===== config.mk =====
export PLATFORM = sky130hd
export DESIGN_NAME = axi_addr_arbiter
export DESIGN_NICKNAME = d
export VERILOG_FILES = /design/src/rtl/axi_addr_arbiter.sv
export SDC_FILE = /design/constraint.sdc
export NUM_CORES = 1
export LEC_CHECK = 0
export CAP_MARGIN = 20
export CORE_UTILIZATION = 51
export CTS_CLUSTER_DIAMETER = 60
export DETAILED_ROUTE_END_ITERATION = 8
export MAX_ROUTING_LAYER = met4
export PLACE_DENSITY = 0.77
export REMOVE_ABC_BUFFERS = 1
export SYNTH_ARGS = -nofsm -noshare
export SYNTH_HDL_FRONTEND = slang
export SYNTH_SLANG_ARGS = --single-unit

===== constraint.sdc =====
create_clock -name clk_i -period 3.3 [get_ports clk_i]
set_input_delay 0.33 -clock clk_i [delete_from_list [all_inputs] [get_ports clk_i]]
set_output_delay 0.33 -clock clk_i [all_outputs]
set_load 0.01 [all_outputs]

===== src/rtl/axi_addr_arbiter.sv =====
// Two-master AXI address arbiter: independent round-robin AW and AR
// arbiters plus a W-ownership queue recording AW winners in issue order.
module axi_addr_arbiter #(
   parameter int unsigned WQ_DEPTH = 4
) (
   input  logic       clk_i,
   input  logic       rst_i,
   input  logic [1:0] aw_req_i,
   input  logic       aw_hs_i,
   output logic [1:0] aw_gnt_o,
   input  logic [1:0] ar_req_i,
   input  logic       ar_hs_i,
   output logic [1:0] ar_gnt_o,
   input  logic       w_last_hs_i,
   output logic       w_sel_o,
   output logic       w_sel_valid_o,
   output logic       wq_full_o,
   output logic       wq_empty_o,
   output logic       err_o
);

   localparam int unsigned PW = $clog2(WQ_DEPTH);
   localparam int unsigned CW = PW + 1;

   typedef enum logic {IDLE, GRANT} state_t;

   state_t          aw_state, aw_state_n;
   state_t          ar_state, ar_state_n;
   logic [1:0]      aw_gnt_n, ar_gnt_n;
   logic            aw_ptr, aw_ptr_n;
   logic            ar_ptr, ar_ptr_n;

   logic [WQ_DEPTH-1:0] wq_mem, wq_mem_n;
   logic [PW-1:0]       rd_ptr, rd_n, wr_ptr, wr_n;
   logic [CW-1:0]       wq_cnt, cnt_n;
   logic                err_n;

   logic q_full, q_empty, push, pop, push_ok;

   // Winner: a lone requester, otherwise the master the pointer favours.
   function automatic logic pick_win(input logic [1:0] req, input logic ptr);
      return (req == 2'b11) ? ptr : req[1];
   endfunction

   assign q_full  = (wq_cnt == CW'(WQ_DEPTH));
   assign q_empty = (wq_cnt == CW'(0));
   assign push    = aw_hs_i && (aw_state == GRANT);
   assign pop     = w_last_hs_i && !q_empty;
   assign push_ok = push && (!q_full || pop);

   // AW arbiter next state; stays idle while the W queue cannot take a winner.
   always_comb begin
      aw_state_n = aw_state;
      aw_gnt_n   = aw_gnt_o;
      aw_ptr_n   = aw_ptr;
      case (aw_state)
         IDLE: begin
            if ((|aw_req_i) && !q_full) begin
               aw_state_n = GRANT;
               aw_gnt_n   = pick_win(aw_req_i, aw_ptr) ? 2'b10 : 2'b01;
            end
         end
         GRANT: begin
            if (aw_hs_i) begin
               aw_state_n = IDLE;
               aw_gnt_n   = 2'b00;
               aw_ptr_n   = ~aw_gnt_o[1];
            end
         end
         default: aw_state_n = IDLE;
      endcase
   end

   // AR arbiter next state.
   always_comb begin
      ar_state_n = ar_state;
      ar_gnt_n   = ar_gnt_o;
      ar_ptr_n   = ar_ptr;
      case (ar_state)
         IDLE: begin
            if (|ar_req_i) begin
               ar_state_n = GRANT;
               ar_gnt_n   = pick_win(ar_req_i, ar_ptr) ? 2'b10 : 2'b01;
            end
         end
         GRANT: begin
            if (ar_hs_i) begin
               ar_state_n = IDLE;
               ar_gnt_n   = 2'b00;
               ar_ptr_n   = ~ar_gnt_o[1];
            end
         end
         default: ar_state_n = IDLE;
      endcase
   end

   // W-ownership queue update and sticky protocol-error detection.
   always_comb begin
      wq_mem_n = wq_mem;
      rd_n     = rd_ptr;
      wr_n     = wr_ptr;
      cnt_n    = wq_cnt;
      if (pop) begin
         rd_n = rd_ptr + PW'(1);
      end
      if (push_ok) begin
         wq_mem_n[wr_ptr] = aw_gnt_o[1];
         wr_n             = wr_ptr + PW'(1);
      end
      case ({push_ok, pop})
         2'b10:   cnt_n = wq_cnt + CW'(1);
         2'b01:   cnt_n = wq_cnt - CW'(1);
         default: cnt_n = wq_cnt;
      endcase
      err_n = err_o
            | (aw_hs_i && (aw_state == IDLE))
            | (ar_hs_i && (ar_state == IDLE))
            | (w_last_hs_i && q_empty)
            | (push && q_full && !pop);
   end

   // Arbiter state and grant registers.
   always_ff @(posedge clk_i) begin
      if (rst_i) begin
         aw_state <= IDLE;
         ar_state <= IDLE;
         aw_gnt_o <= 2'b00;
         ar_gnt_o <= 2'b00;
         aw_ptr   <= 1'b0;
         ar_ptr   <= 1'b0;
      end else begin
         aw_state <= aw_state_n;
         ar_state <= ar_state_n;
         aw_gnt_o <= aw_gnt_n;
         ar_gnt_o <= ar_gnt_n;
         aw_ptr   <= aw_ptr_n;
         ar_ptr   <= ar_ptr_n;
      end
   end

   // Queue storage, pointers, status outputs and error flag.
   always_ff @(posedge clk_i) begin
      if (rst_i) begin
         wq_mem        <= '0;
         rd_ptr        <= '0;
         wr_ptr        <= '0;
         wq_cnt        <= '0;
         w_sel_o       <= 1'b0;
         w_sel_valid_o <= 1'b0;
         wq_full_o     <= 1'b0;
         wq_empty_o    <= 1'b1;
         err_o         <= 1'b0;
      end else begin
         wq_mem        <= wq_mem_n;
         rd_ptr        <= rd_n;
         wr_ptr        <= wr_n;
         wq_cnt        <= cnt_n;
         w_sel_o       <= (cnt_n != CW'(0)) ? wq_mem_n[rd_n] : 1'b0;
         w_sel_valid_o <= (cnt_n != CW'(0));
         wq_full_o     <= (cnt_n == CW'(WQ_DEPTH));
         wq_empty_o    <= (cnt_n == CW'(0));
         err_o         <= err_n;
      end
   end

endmodule

==> results.toml, run 1 <==
[yosys]
synth_cells = 125
netlist_area_sq_um = 1125
synth_ff_type = "dfxtp_1"
ys_seq_area_share_pct = 42.71
synth_area_per_cell_sq_um = 8.999
ys_warn_count = 0
synth-seq-cells = 24
post_synth_num_cell_types = 37
async_flop_share_pct = 0
synth_edf_count = 0

[worst_setup_path]
crit_arrival_ps = 3160
cp_cell_sequence = "clkdlybuf4s50_1 -> or4b_4 -> and2_4 -> inv_1 -> ha_1 -> inv_1 -> fa_1 -> xor2_1 -> or3_1 -> a21o_1 -> o21a_1 -> nor4_2"
startpoint_type = "input pin"
path_delay_family = "simple AND/OR/NAND/NOR gates"
critPathMostFrequentCell = "inv_1"
crit_type = "in -> reg"
crit_buf_inv = 3
worstPathMaxFanout = 6
cp_slowest_cell = "or4b_4"
worst_setup_path_end_kind = "flop"
cpPeakStageDelay_ps = 540
required_ps = 3550

[sta]
fin_ws_ps = 396.9
maxSlewHeadroom_pct = 48.25
max_freq_ghz = 0.3445
hold_violations = 0
setup_viol = 0
period_minus_slack_ps = 2903
tightest_slew_ps = 773.8
slew_violations = 0
tns_ps = 0
rsz0062_at_grt = "no"
fin_skew_ps = 6.106
fin_crit_sh_pct = 87.97

[power_and_ir_drop]
p_per_area_nw_per_um2 = 601.6
total_power_w = 0.0008159
leakagePower_nw = 0.5421
ir_drop_mv = 0.4090

[place]
finalWeightedCongestion = 0.7725
dpl.hpwl_um = 1576
portBuffers = 17
dp.cells = 167
place_ws_ps = 49.84

[clock_tree]
cts-root-buf = "clkbuf_4"
clock_latency_ps = 330
cts_setup_buffers = 0
cts_sinks = 24
htreeDepth = 1
numCtsBuffers = 3
ctsResizeCount = 0
clockBufferDepth = 2
cts_tree = "yes"
cts.hold.buffers_added = 0
clk_pin_slew_worst_paths_ps = 130

[global_routing]
busiest_layer = "met2"
met1_usage_pct = 23.33
grt_antenna_before_repair = 0
grt_pass1_vias = 855
overflow = 0
grt_util_met3_pct = 2.804
use_met2_pct = 35.88
track_usage_pct = 20.72
grt_max_degree = 22
grt_pass1_wl_um = 3705

[layout]
final_cell_mix = "24 x dfxtp_1, 17 x nor2_1, 17 x clkdlybuf4s50_1, 11 x inv_1, 10 x a21oi_1"
syn_to_final_growth_pct = 20.58
drive_above_1_share_pct = 7.639
final_common_cell = "dfxtp_1"
nNetsFinal = 160
fin_cells = 171
antenna_cells = 0

[flow_run]
maxCapViolCount = 0

[die]
die-area_sq_um = 2398
start_util_pct = 55.63
core_sq_um = 2022
fp-row-count = 16
pin_count = 18
fp.dieH_um = 48.97
chipWidth_um = 48.97

[detailed_routing]
wirelength_um = 2225
initialDrtViolationCount = 19
wl_per_cell_um = 13.01
drt_pass1_iterations = 4
vias = 942
vias_per_cell = 5.509
drc_errors = 0
ant_nets = 0

[status]
status = "complete, no violations"

[worst_hold_path]
hold_path_class = "reg -> reg"
## cell families after synthesis
group / count (synthesis) / synth area share, %
and+or+nand+nor: 45 / 20.58
AOI/OAI and AO/OA: 27 / 17.02
DFF: 24 / 42.71
buffers and inverters: 15 / 5.784
adders and majority gates: 6 / 7.342
xor gates and xnor gates: 5 / 3.893
muxes: 3 / 2.670
## synthesized netlist by cell type (2+ instances only)
cell | count | area [sq um]
dfxtp_1 | 24 | 480.5
clkbuf_1 | 2 | 7.510
nor2b_1 | 3 | 18.77
o21ai_0 | 5 | 25.02
a21oi_1 | 10 | 50.05
and3_1 | 2 | 12.51
nand2_1 | 9 | 33.78
a221oi_1 | 2 | 17.52
xor2_1 | 4 | 35.03
inv_1 | 11 | 41.29
ha_1 | 5 | 62.56
mux2i_1 | 3 | 30.03
nor2_1 | 17 | 63.81
nand3_1 | 5 | 25.02
## worst paths after layout
check                              to  cells past startpoint                      from  slack [ps]
min          aw_gnt_o[0]$_SDFFE_PP0P_                      2  aw_gnt_o[0]$_SDFFE_PP0P_         480
max                w_sel_o$_SDFF_PP0_                     12               w_last_hs_i         400
min reg2reg  aw_gnt_o[0]$_SDFFE_PP0P_                      2  aw_gnt_o[0]$_SDFFE_PP0P_         480
max reg2reg        w_sel_o$_SDFF_PP0_                     11      wq_cnt[2]$_SDFF_PP0_         400
## power by group
group	internal, W	switching, W	total (W)
clock network	0.0000676	0.0000902	0.000158
registers	0.000334	0.0000392	0.000373
logic	0.000137	0.000147	0.000285
## tightest hold or removal path, delay by kind of cell, from the launching register on
family / cells / cell delay [ps]
and+or+nand+nor: 1 / 60
AOI/OAI and AO/OA: 1 / 60
DFF: 1 / 330
## stage by stage
stage          utilization, %  hold slack, ps  cell area, sq um
2_1_floorplan               -           399.1              1101
3_3_place_gp            65.28           457.2              1320
3_5_place_dp            65.28           462.0              1320
4_1_cts                 67.08           478.8              1356
5_1_grt                 67.08           518.5              1356
6_report                67.08           477.1              1356
## registers in the layout, summed over array words and instances (netlist names)
register       cells
ar_gnt_o           2
ar_ptr             1
ar_state           1
aw_gnt_o           2
aw_ptr             1
aw_state           1
err_o              1
rd_ptr             2
w_sel_o            1
w_sel_valid_o      1
wq_cnt             3
wq_empty_o         1
wq_full_o          1
wq_mem             4
wr_ptr             2
## layout make-up
| class | count | area [sq um] |
|---|---|---|
| Fill cell | 171 | 665.6 |
| Inverter | 11 | 41.29 |
| Sequential cell | 24 | 480.5 |
| Multi-Input combinational cell | 86 | 579.3 |
| Timing Repair Buffer | 19 | 185.2 |
| Tap cell | 27 | 33.78 |
| Clock buffer | 4 | 36.28 |
## metal layers
metal  wire (um)  vias up  part of all wire (%)
li1            -      466                     -
met4          38        0                   1.7
met1         984      436                    44
met5           0        -                     0
met2        1094       35                    49
met3         107        5                   4.8
Power figures use the tool's default switching activity.
==> run 2: changes to the inputs <==
--- a/config.mk
+++ b/config.mk
@@ -9,6 +9,7 @@
 export CORE_UTILIZATION = 51
 export CTS_CLUSTER_DIAMETER = 60
 export DETAILED_ROUTE_END_ITERATION = 8
+export GPL_ROUTABILITY_DRIVEN = 0
 export MAX_ROUTING_LAYER = met4
 export PLACE_DENSITY = 0.77
 export REMOVE_ABC_BUFFERS = 1
==> results of run 2 <==
No change in the layout: final DEF, timing and power equal those of run 1.
==> run 3: changes to the inputs <==
--- a/config.mk
+++ b/config.mk
@@ -8,6 +8,7 @@
 export CAP_MARGIN = 20
 export CORE_UTILIZATION = 51
 export CTS_CLUSTER_DIAMETER = 60
+export CTS_CLUSTER_SIZE = 10
 export DETAILED_ROUTE_END_ITERATION = 8
 export GPL_ROUTABILITY_DRIVEN = 0
 export MAX_ROUTING_LAYER = met4
==> results of run 3 <==
No change in the layout: final DEF, timing and power equal those of run 1.
